--- config.mk ---
export PLATFORM = sky130hd
export DESIGN_NAME = rand_range_sampler
export DESIGN_NICKNAME = d
export VERILOG_FILES = /design/src/rtl/izayoi_pkg.sv /design/src/rtl/rand_range_sampler.sv
export SDC_FILE = /design/constraint.sdc
export NUM_CORES = 1
export LEC_CHECK = 0
export ABC_AREA = 1
export ABC_CLOCK_PERIOD_IN_PS = 2000
export BUFFER_PORTS_ARGS = -buffer_cell sky130_fd_sc_hd__clkbuf_2
export CAP_MARGIN = 20
export CORE_AREA = 2 2 98 53
export DETAILED_ROUTE_END_ITERATION = 8
export DIE_AREA = 0 0 100 55
export GPL_TIMING_DRIVEN = 0
export PLACE_DENSITY = 0.77
export SYNTH_ARGS = -nofsm -noshare
export SYNTH_HDL_FRONTEND = slang
export SYNTH_SLANG_ARGS = --single-unit
--- constraint.sdc ---
create_clock -name clk -period 2 [get_ports clk]
set_input_delay 0.1 -clock clk [delete_from_list [all_inputs] [get_ports clk]]
set_output_delay 0.1 -clock clk [all_outputs]
set_load 0.005 [all_outputs]
--- src/rtl/izayoi_pkg.sv ---
// Shared types and helpers for the random-number consumer blocks.
// Holds the sampler FSM states and the rejection-sampling mask function.
package izayoi_pkg;

  typedef enum logic [1:0] {
    ST_SEED,
    ST_IDLE,
    ST_SAMPLE
  } state_t;

  // A zero seed would lock the LFSR in its all-zero state forever.
  localparam logic [7:0] RAND_ZERO_SUB = 8'h01;

  // Smallest 2^k-1 covering limit-1; limit 0 stands for 256, so limit-1 wraps to 255.
  function automatic logic [7:0] rand_mask(input logic [7:0] limit);
    logic [7:0] m;
    m = limit - 8'd1;
    m = m | (m >> 1);
    m = m | (m >> 2);
    m = m | (m >> 4);
    return m;
  endfunction

endpackage

--- src/rtl/rand_range_sampler.sv ---
// Turns the raw LFSR byte stream into uniform values in [0, limit) by masked
// rejection sampling with a bounded retry count; also owns the generator's seeding.
module rand_range_sampler
  import izayoi_pkg::*;
#(
  parameter logic [7:0]  SEED      = 8'hF0,
  parameter int unsigned MAX_TRIES = 4
) (
  input  logic       clk,
  input  logic       rst_n,
  input  logic [7:0] rand_byte,
  output logic       rand_load,
  output logic [7:0] rand_seed,
  input  logic       reseed,
  input  logic [7:0] seed_in,
  input  logic       req,
  input  logic [7:0] limit,
  output logic       busy,
  output logic       out_valid,
  output logic [7:0] value
);

  localparam logic [3:0] TRIES = 4'(MAX_TRIES);

  state_t     state, state_next;
  logic [3:0] try_cnt, try_cnt_next, try_inc;
  logic [8:0] lim, lim_next;
  logic [7:0] mask, mask_next;
  logic [8:0] cand;
  logic [7:0] value_next, rand_seed_next;
  logic       out_valid_next, rand_load_next;

  assign busy = (state != ST_IDLE);

  always_comb begin
    state_next     = state;
    try_cnt_next   = try_cnt;
    lim_next       = lim;
    mask_next      = mask;
    value_next     = value;
    out_valid_next = 1'b0;
    rand_load_next = 1'b0;
    rand_seed_next = rand_seed;
    cand           = {1'b0, rand_byte & mask};
    try_inc        = try_cnt + 4'd1;

    case (state)
      ST_SEED: begin
        rand_load_next = 1'b1;
        rand_seed_next = SEED;
        state_next     = ST_IDLE;
      end
      ST_IDLE: begin
        if (req) begin
          lim_next     = (limit == 8'd0) ? 9'd256 : {1'b0, limit};
          mask_next    = rand_mask(limit);
          try_cnt_next = 4'd0;
          state_next   = ST_SAMPLE;
        end
      end
      ST_SAMPLE: begin
        try_cnt_next = try_inc;
        if (cand < lim) begin
          value_next     = cand[7:0];
          out_valid_next = 1'b1;
          state_next     = ST_IDLE;
        end else if (try_inc >= TRIES) begin
          // mask < 2*limit, so a rejected candidate minus limit always lands in range.
          value_next     = 8'(cand - lim);
          out_valid_next = 1'b1;
          state_next     = ST_IDLE;
        end
      end
      default: state_next = ST_SEED;
    endcase

    // A reseed request overrides the power-up seed and never disturbs the FSM.
    if (reseed) begin
      rand_load_next = 1'b1;
      rand_seed_next = (seed_in == 8'd0) ? RAND_ZERO_SUB : seed_in;
    end
  end

  always_ff @(posedge clk or negedge rst_n) begin
    if (!rst_n) begin
      state <= ST_SEED;
    end else begin
      state <= state_next;
    end
  end

  always_ff @(posedge clk or negedge rst_n) begin
    if (!rst_n) begin
      try_cnt   <= 4'd0;
      lim       <= 9'd0;
      mask      <= 8'd0;
      value     <= 8'd0;
      out_valid <= 1'b0;
      rand_load <= 1'b0;
      rand_seed <= SEED;
    end else begin
      try_cnt   <= try_cnt_next;
      lim       <= lim_next;
      mask      <= mask_next;
      value     <= value_next;
      out_valid <= out_valid_next;
      rand_load <= rand_load_next;
      rand_seed <= rand_seed_next;
    end
  end

endmodule

==> results list, run 1 <==
- Result of the run: complete, no violations
* Routed length on met2: between 2 and 2.5 mm
- Worst Setup Path Type: reg -> reg
- Fraction of synthesized cell area in xor and xnor cells: 2.87%
* Number of instances in the synthesized netlist: around 320
* Top post-synthesis cells by area: sky130_fd_sc_hd__dfrtp_1 (38%), sky130_fd_sc_hd__nand2_1 (15%), sky130_fd_sc_hd__inv_1 (8.6%)
* Count of max-cap constraint violations: 0
- Area share of the leading cell type in the synthesized netlist: 37.9%
* Die outline height: between 50 and 60 um
* Area of the core: 4680 um2
- Total met3 wirelength after detailed routing: between 300 and 400 um
- Layout cell share with drive strength beyond 1: 22.7%
* Clock-pin transition on the worst setup and hold timing paths: approximately 0.08 ns
* WL per Instance: 13.4 um
- Share of synthesized area spent on multiplexers: 0%
- In this run the count of I/O pins placed on the die edge is between 40 and 50.
- For the worst-skew pair, the clock arrives at the later sink with an insertion delay of 0.30 ns.
- The clock drives just over 40 sinks.
- The startpoint identified for the worst register-to-register timing path is mask[3]$_DFFE_PN0P_.
* H-tree depth: 2
- Peak supply drop: 0.000555 V
* Post-synthesis to final-layout area growth: 24.1%
- After global routing the overflow that remains totals 0.
- Number of antenna violations at the first check in global routing: 0
* Critical Path End Type: flop
- The startpoint identified for the worst hold timing path is seed_in[0].
* Final Hold Fails: 0
* Vias post-DR: 2,203
- The die covers approximately 5500 um2.
- The number of nets in the synthesized netlist is 358.
* CP max FO: 10
- Summing the sequential cell areas from Yosys gives 42.2% of the chip area.
- Once layout is complete, the utilization of the core stands at 64.7%.
- For this configuration, the core starts out at a cell density of between 50% and 60%.
- In the routed layout, each cell is associated on average with a via count of 5.02.
- The detailed router put a total of 3.03 mm of wire on met1.
- The first routing iteration left 98 violations.
- DR top layer: met4
- Highest-count cells in the layout ignoring fill and taps: sky130_fd_sc_hd__nand2_1 (95), sky130_fd_sc_hd__inv_1 (56), sky130_fd_sc_hd__clkbuf_2 (46)
- Final Max Tran Viols: 0
* Unrepaired setup endpoints after global routing: false
* Number of nets in the finished design: roughly 420
- For this run, the number of Yosys warnings is 0.
* Dominant combinational cell family by area after synthesis: simple AND/OR/NAND/NOR gates
* Adder-cell area share of the yosys netlist: between 6 and 7%
- The library cell used most frequently in the layout, excluding fill and tap cells, is sky130_fd_sc_hd__nand2_1.
- Pin slew with the least headroom to its limit: 0.687 ns
* Antenna-violating nets left: 0
- Overall power consumption: 4.10 mW
- Number of global-route vias before repair: 1,927
- Data arrives at the worst endpoint at 2.06 ns.
- Global routing consumed, over all layers together, 22.5% of the routing resources.
- Maximum number of pins on one net before global-route repair: 42
- Tracing the worst setup path back leads to its startpoint at mask[3]$_DFFE_PN0P_.
- Simple-gate share of the synthesized area: 28.6%
* DPL Wire Length: about 4.6 mm
- In this run the core area contains 18 standard-cell rows.
* Horizontal extent of the die: 100 um
- Number of distinct library cell variants in the gate-level netlist after synthesis: 30
- The repair_antennas step left the layout with diodes totalling 0.
* HP Class: in -> reg
- TritonCTS built the clock tree.
- Final hold analysis gives a worst-case slack of a little over 0.03 ns.
* CP Launch Type: flop
* Achievable frequency: 535 MHz
- Minimum period implied by the final worst setup slack: 1.87 ns
- On the final layout, the worst clock skew is between 0.006 and 0.007 ns.
- Biggest area consumer among synthesized cells: sky130_fd_sc_hd__dfrtp_1
- No sink is reached through more buffers than the 2 on the longest clock path.
- Clock tree synthesis selected as its root buffer the cell sky130_fd_sc_hd__clkbuf_8.
- Syn_area_per_cell: 7.71 um2
- Number of synthesized register bits: 41
- First-pass GRT wire length: 9.34 mm
* CTS Buf Count: 5
- Adding up every negative setup slack in the final design gives 0 ns.
- GPL Wtd Cong: 0.896
* Residual DRC: 0
- Buffers placed on the I/O ports in this run total 46.
- Compound-cell area share of the yosys netlist: 9.58%
* Period utilisation layout: slightly above 90%
* Detailed Routing Iterations Pass 1: 5
* Wire length after detailed routing: 5.86 mm
- Total power per unit cell area: 1350 nW/um2
* Max-Slew Margin vs Limit: 54.1%
* Total leakage power: roughly 1.6 nW
- Final setup violation count: 0
- Required time of the worst setup path: 2.19 ns
- Post-synth design cell area: ~2400 um2
per-layer routing:
layer / up-vias / GRT usage [%]
met1: 1016 / 34.8
met3: 5 / 4.90
met4: 0 / 5.25
met5: - / 0
met2: 72 / 31.9
li1: 1110 / -
cells by family after synthesis:
| logic type | after synthesis |
|---|---|
| buf+inv | 60 |
| flops | 41 |
| fa+ha+maj | 13 |
| compound gates | 41 |
| simple gates | 154 |
| xor+xnor | 8 |
power breakdown:
part	internal (mW)	switching [mW]	total [mW]	leakage (nW)
registers	1.12	0.162	1.28	0.487
clock network	0.406	0.289	0.695	0.0574
logic	0.868	1.26	2.13	1.09
final cells by class:
type | count | area (um2)
clock buffer | 6 | 82.6
tap | 60 | 75.1
multi-input combinational | 216 | 1240
buffer | 3 | 20.0
clock inverter | 2 | 37.5
inverter | 57 | 219
fill | 417 | 1650
sequential | 41 | 1030
timing repair inverter | 1 | 5.00
timing repair buffer | 53 | 320
what timing repair did:
action                                  CTS  global route
endpoints found under the setup margin    0            10
resized for setup                         0            10
buffers inserted                          0             1
hold endpoints to repair                 41             0
hold buffers                              5             0
worst paths after layout:
path / to / slack, ns / cells past startpoint
min in group asynchronous: state[0]$_DFFE_PN0P_ / 0.23 / 2
max reg2reg: value[5]$_DFFE_PN0P_ / 0.13 / 14
max: value[5]$_DFFE_PN0P_ / 0.13 / 14
max in group asynchronous: rand_seed[4]$_DFFE_PN1P_ / 1.24 / 3
min: rand_seed[0]$_DFFE_PN0P_ / 0.03 / 3
min reg2reg: mask[5]$_DFFE_PN0P_ / 0.49 / 2
synth_stat cells:
| cell | number |
|---|---|
| sky130_fd_sc_hd__or2_2 | 5 |
| sky130_fd_sc_hd__o22ai_1 | 1 |
| sky130_fd_sc_hd__nor2_4 | 2 |
| sky130_fd_sc_hd__xnor2_1 | 2 |
| sky130_fd_sc_hd__nand3b_1 | 3 |
| sky130_fd_sc_hd__nand3_1 | 12 |
| sky130_fd_sc_hd__dfstp_2 | 4 |
| sky130_fd_sc_hd__nand2_1 | 96 |
| sky130_fd_sc_hd__inv_1 | 56 |
| sky130_fd_sc_hd__xor2_1 | 6 |
| sky130_fd_sc_hd__buf_2 | 1 |
| sky130_fd_sc_hd__a2bb2oi_1 | 1 |
| sky130_fd_sc_hd__nor4_1 | 1 |
| sky130_fd_sc_hd__a22o_1 | 2 |
| sky130_fd_sc_hd__nand2_4 | 1 |
| sky130_fd_sc_hd__a21oi_1 | 10 |
| sky130_fd_sc_hd__clkbuf_1 | 1 |
| sky130_fd_sc_hd__dfrtp_1 | 37 |
| sky130_fd_sc_hd__inv_6 | 1 |
| sky130_fd_sc_hd__buf_6 | 1 |
| sky130_fd_sc_hd__nor2_1 | 20 |
| sky130_fd_sc_hd__ha_1 | 12 |
| sky130_fd_sc_hd__a21boi_4 | 1 |
| sky130_fd_sc_hd__fa_1 | 1 |
| sky130_fd_sc_hd__o21ai_0 | 23 |
| sky130_fd_sc_hd__nand3_4 | 2 |
| sky130_fd_sc_hd__o21a_1 | 1 |
| sky130_fd_sc_hd__nand2_2 | 5 |
| sky130_fd_sc_hd__o21ai_1 | 2 |
| sky130_fd_sc_hd__nand4_1 | 7 |
worst max-delay path, stage by stage, from the launching register on:
cell and delay, ns:
sky130_fd_sc_hd__dfrtp_1 0.38, sky130_fd_sc_hd__nand2_1 0.09, sky130_fd_sc_hd__inv_1 0.08, sky130_fd_sc_hd__ha_4 0.29, sky130_fd_sc_hd__nand2_2 0.08, sky130_fd_sc_hd__inv_1 0.07
sky130_fd_sc_hd__nand2_1 0.06, sky130_fd_sc_hd__nand2_1 0.07, sky130_fd_sc_hd__nand2_2 0.09, sky130_fd_sc_hd__nand3_4 0.14, sky130_fd_sc_hd__nand2_4 0.09, sky130_fd_sc_hd__nand2_8 0.11
sky130_fd_sc_hd__clkinv_2 0.10, sky130_fd_sc_hd__nand2_1 0.08, sky130_fd_sc_hd__nand2_1 0.05
sequential cells by signal, summed over array words and instances (netlist names):
name / flops
lim: 9
mask: 8
out_valid: 1
rand_load: 1
rand_seed: 8
state: 2
try_cnt: 4
value: 8
through the flow:
| stage | setup WS, ns | cell area, um2 | std cells |
|---|---|---|---|
| 2_1_floorplan | 0.314 | 2440 | 317 |
| 3_3_place_gp | 0.0771 | 2750 | 423 |
| 3_5_place_dp | 0.0316 | 2750 | 423 |
| 4_1_cts | 0.0159 | 2920 | 436 |
| 5_1_grt | 0.0147 | 3030 | 439 |
| 6_report | 0.132 | 3030 | 439 |
(Power assumes the default switching activity.)
==> run 2: changes to the inputs <==
Settings changed: ABC_AREA 1 to 0, CAP_MARGIN 20 to not set, CORE_AREA 2 2 98 53 to 2 2 96 52, DIE_AREA 0 0 100 55 to 0 0 98 54, PLACE_DENSITY 0.77 to 0.78.
==> results list, run 2 <==
- For the pin with the worst max-slew slack, the measured transition is 0.969 ns.
- Post-synthesis to final-layout area growth: 35.0%
- Count of max-cap constraint violations: 0
* Clock Sinks: 41
- Counting flops per register, the top entry is lim.
- OpenSTA, run right after detailed placement, puts the worst setup slack at -0.344 ns.
- Number of vias per cell after detailed routing: 5.47
- Of all nets on the critical path, the largest fanout is 2.
- Across every metal layer, demand over resource in global routing totals 23.0%.
- STA classifies the critical path startpoint as a flop.
- Grt ovf: 0
- The first global-routing pass estimated between 9 and 10 mm of wire.
* Number of cell rows: 18
* Most used standard cell by instance count after synthesis: sky130_fd_sc_hd__dfrtp_1
- GPL Wtd Cong: 0.883
* Wire length after detailed routing: 6.17 mm
* Number of synthesis warnings: 0
* Primary flip-flop cell chosen by synthesis mapping: sky130_fd_sc_hd__dfrtp_1
- Critical Path End Type: flop
- Counting flops with an async set or reset pin after synthesis yields a share of 100%.
- Leaving out fill and tap cells, the most frequent cell in the layout is sky130_fd_sc_hd__clkbuf_2.
- Top cells by instance count after synthesis: sky130_fd_sc_hd__dfrtp_1 (37), sky130_fd_sc_hd__nor2_1 (30), sky130_fd_sc_hd__inv_1 (21)
- The mapped netlist covers 2380 um2.
- In this run the standard cell core region covers approximately 4600 um2.
* Period utilisation layout: 114%
* Data arrival time at the worst-slack endpoint: 2.45 ns
* Maximum number of pins on one net before global-route repair: 42
- Sequential elements use roughly 43% of the synthesized area.
* Required time of the worst setup path: around 2.2 ns
- Between clock sinks in the finished design, the worst skew comes to 0.0103 ns.
* Max-Slew Margin vs Limit: 35.4%
- Setup repair after global routing could not meet its margin everywhere.
- Once detailed placement completed, the half-perimeter wirelength came to 4.30 mm.
* HP Class: in -> reg
- Number of flops mapped to enable cells by yosys: 0
* Total power per unit cell area: 1530 nW/um2
* Post-Route Hold Slack: 0.0171 ns
* Biggest area consumer among synthesized cells: sky130_fd_sc_hd__dfrtp_1
* Maximum clock insertion buffer count: 2
* Violations in the final reports: setup timing
- Number of instances in the synthesized netlist: 248
- For this run, the number of standard cells in the final layout without fillers is 381.
- In this run the remaining antenna-violating nets after routing total 0.
* Syn_area_per_cell: about 9.6 um2
- After detailed routing, the average wire length per cell comes to 16.2 um.
- CTS tree: yes
- The die covers roughly 5300 um2.
- The total count of hold-check failures in the final report was 0.
- Before antenna repair, the detailed router went through 4 iterations.
- Number of antenna diodes: 0
- Clock-pin transition on the worst setup and hold timing paths: 0.07 ns
- Overall power consumption: 4.90 mW
- The number of global-route vias before repair is about 1,800.
* Number of antenna violations at the first check in global routing: 0
* Total leakage power: 1.48 nW
- Setup violations remaining at the end of the flow were counted as 8.
* Post-route setup slack: -0.284 ns
- Pin placement for this block handled 47 I/O pins.
* Minimum period implied by the final worst setup slack: 2.28 ns
* CTS Buf Count: 5
* Final core utilization: 70.2%
* Die outline height: 54 um
- After detailed routing, the number of remaining DRC violations is 0.
- During placement, the flow inserted port buffers numbering 45.
- Highest-count cells in the layout ignoring fill and taps: sky130_fd_sc_hd__clkbuf_2 (45), sky130_fd_sc_hd__dfrtp_1 (37), sky130_fd_sc_hd__nor2_1 (30)
- Top post-synthesis cells by area: sky130_fd_sc_hd__dfrtp_1 (39%), sky130_fd_sc_hd__ha_1 (6.3%), sky130_fd_sc_hd__nor2_1 (4.7%)
* Number of distinct library cell variants in the gate-level netlist after synthesis: 54
- Achievable frequency: 438 MHz
* Syn nets: about 290
- After the first detailed-routing iteration, the DRC count stood at 125.
* Number of nets in the finished design: 361
- VDD sags by at most 0.000692 V.
- Synthesis inferred 41 register bits.
- Horizontal extent of the die: 98 um
* Clock Latency Late Sink: 0.29 ns
* Number of flip-flops in the largest register: 9
- Count of fill cells added during filler insertion: 356
* Worst Setup Path Type: reg -> reg
* Number of cells in the design after placement: between 300 and 400
- Result of the run: complete, but fails checks
* Initial core utilization: roughly 52%
- Area share of the leading cell type in the synthesized netlist: about two fifths
- The post-route netlist has 37.4% of its cells at a drive strength greater than 1.
- Vias post-DR: 2,085
- Final Max Tran Viols: 0
- Clock root cell: sky130_fd_sc_hd__clkbuf_8
- CTS built an H-tree with a depth of 2.
==> run 2: changes by cell type after synthesis, sizes merged, moves of 5 or more <==
| cell | delta |
|---|---|
| nand3 | -7 |
| nand2 | -84 |
| inv | -36 |
| mux2 | +7 |
| and2 | +8 |
| nor2 | +8 |
| nand4 | -6 |
| nand2b | +5 |
| o21ai | -11 |
==> run 2: path summary, 6_finish.rpt <==
kind / start / end / cells after the start / slack, ns
worst max register to register: mask[0]$_DFFE_PN0P_ / value[4]$_DFFE_PN0P_ / 9 / -0.28
worst min-delay path: seed_in[6] / rand_seed[6]$_DFFE_PN1P_ / 3 / 0.02
worst min register to register: rand_seed[0]$_DFFE_PN0P_ / rand_seed[0]$_DFFE_PN0P_ / 2 / 0.50
max in group asynchronous: rst_n / lim[0]$_DFFE_PN0P_ / 2 / 0.91
min in group asynchronous: rst_n / try_cnt[2]$_DFFE_PN0P_ / 2 / 0.49
worst max-delay path: mask[0]$_DFFE_PN0P_ / value[4]$_DFFE_PN0P_ / 9 / -0.28
==> run 2: cells by family after synthesis <==
logic type | synth area share (%)
mux | 5.32
simple gates | 19.0
xor+xnor | 3.32
flops | 43.4
compound gates | 17.2
buf+inv | 4.58
fa+ha+maj | 7.16
==> run 2: stage by stage <==
step	instance area (um2)	setup TNS, ns
2_1_floorplan	2430	-0.502
3_3_place_gp	2730	-1.51
3_5_place_dp	2730	-2.02
4_1_cts	3040	-1.45
5_1_grt	3210	-1.97
6_report	3210	-1.30
==> run 2: critical path, stage by stage, from the launching register on <==
cell                       delay (ns)
sky130_fd_sc_hd__dfrtp_1         0.42
sky130_fd_sc_hd__nand2_2         0.12
sky130_fd_sc_hd__ha_4            0.14
sky130_fd_sc_hd__inv_2           0.04
sky130_fd_sc_hd__fa_2            0.41
sky130_fd_sc_hd__a211oi_2        0.27
sky130_fd_sc_hd__nor2_1          0.08
sky130_fd_sc_hd__xor2_1          0.15
sky130_fd_sc_hd__mux2_4          0.28
sky130_fd_sc_hd__mux2_2          0.26
==> run 2: what timing repair did <==
item | in CTS | in global routing
hold endpoints to repair | 18 | 0
hold buffers | 1 | 0
resized for setup | 18 | 20
endpoints found under the setup margin | 10 | 16
setup buffers | 10 | 11
pin swaps | 7 | 13
==> run 2: cell type report <==
type	count	area [um2]	share of cell area (%)
plain buffers	4	15.0	0.468
clock buffers	7	86.3	2.69
clock inverters	1	30.0	0.936
inverters	21	78.8	2.46
multi-input cells	180	1470	45.7
flip-flops and latches	41	1030	32.1
well taps	60	75.1	2.34
repair buffers	67	424	13.2
==> run 2: layer usage <==
layer | track usage (%) | wire, um
met1 | 34.6 | 2960
met2 | 34.9 | 2740
met3 | 4.81 | 412
met4 | 3.94 | 63
met5 | 0 | 0
==> run 2: power by group <==
part	switching, mW	total, mW	leakage [nW]	internal, mW
registers	0.172	1.29	0.477	1.12
logic	1.46	2.94	0.946	1.47
clock network	0.271	0.678	0.0585	0.407
total	1.91	4.90	1.48	3.00
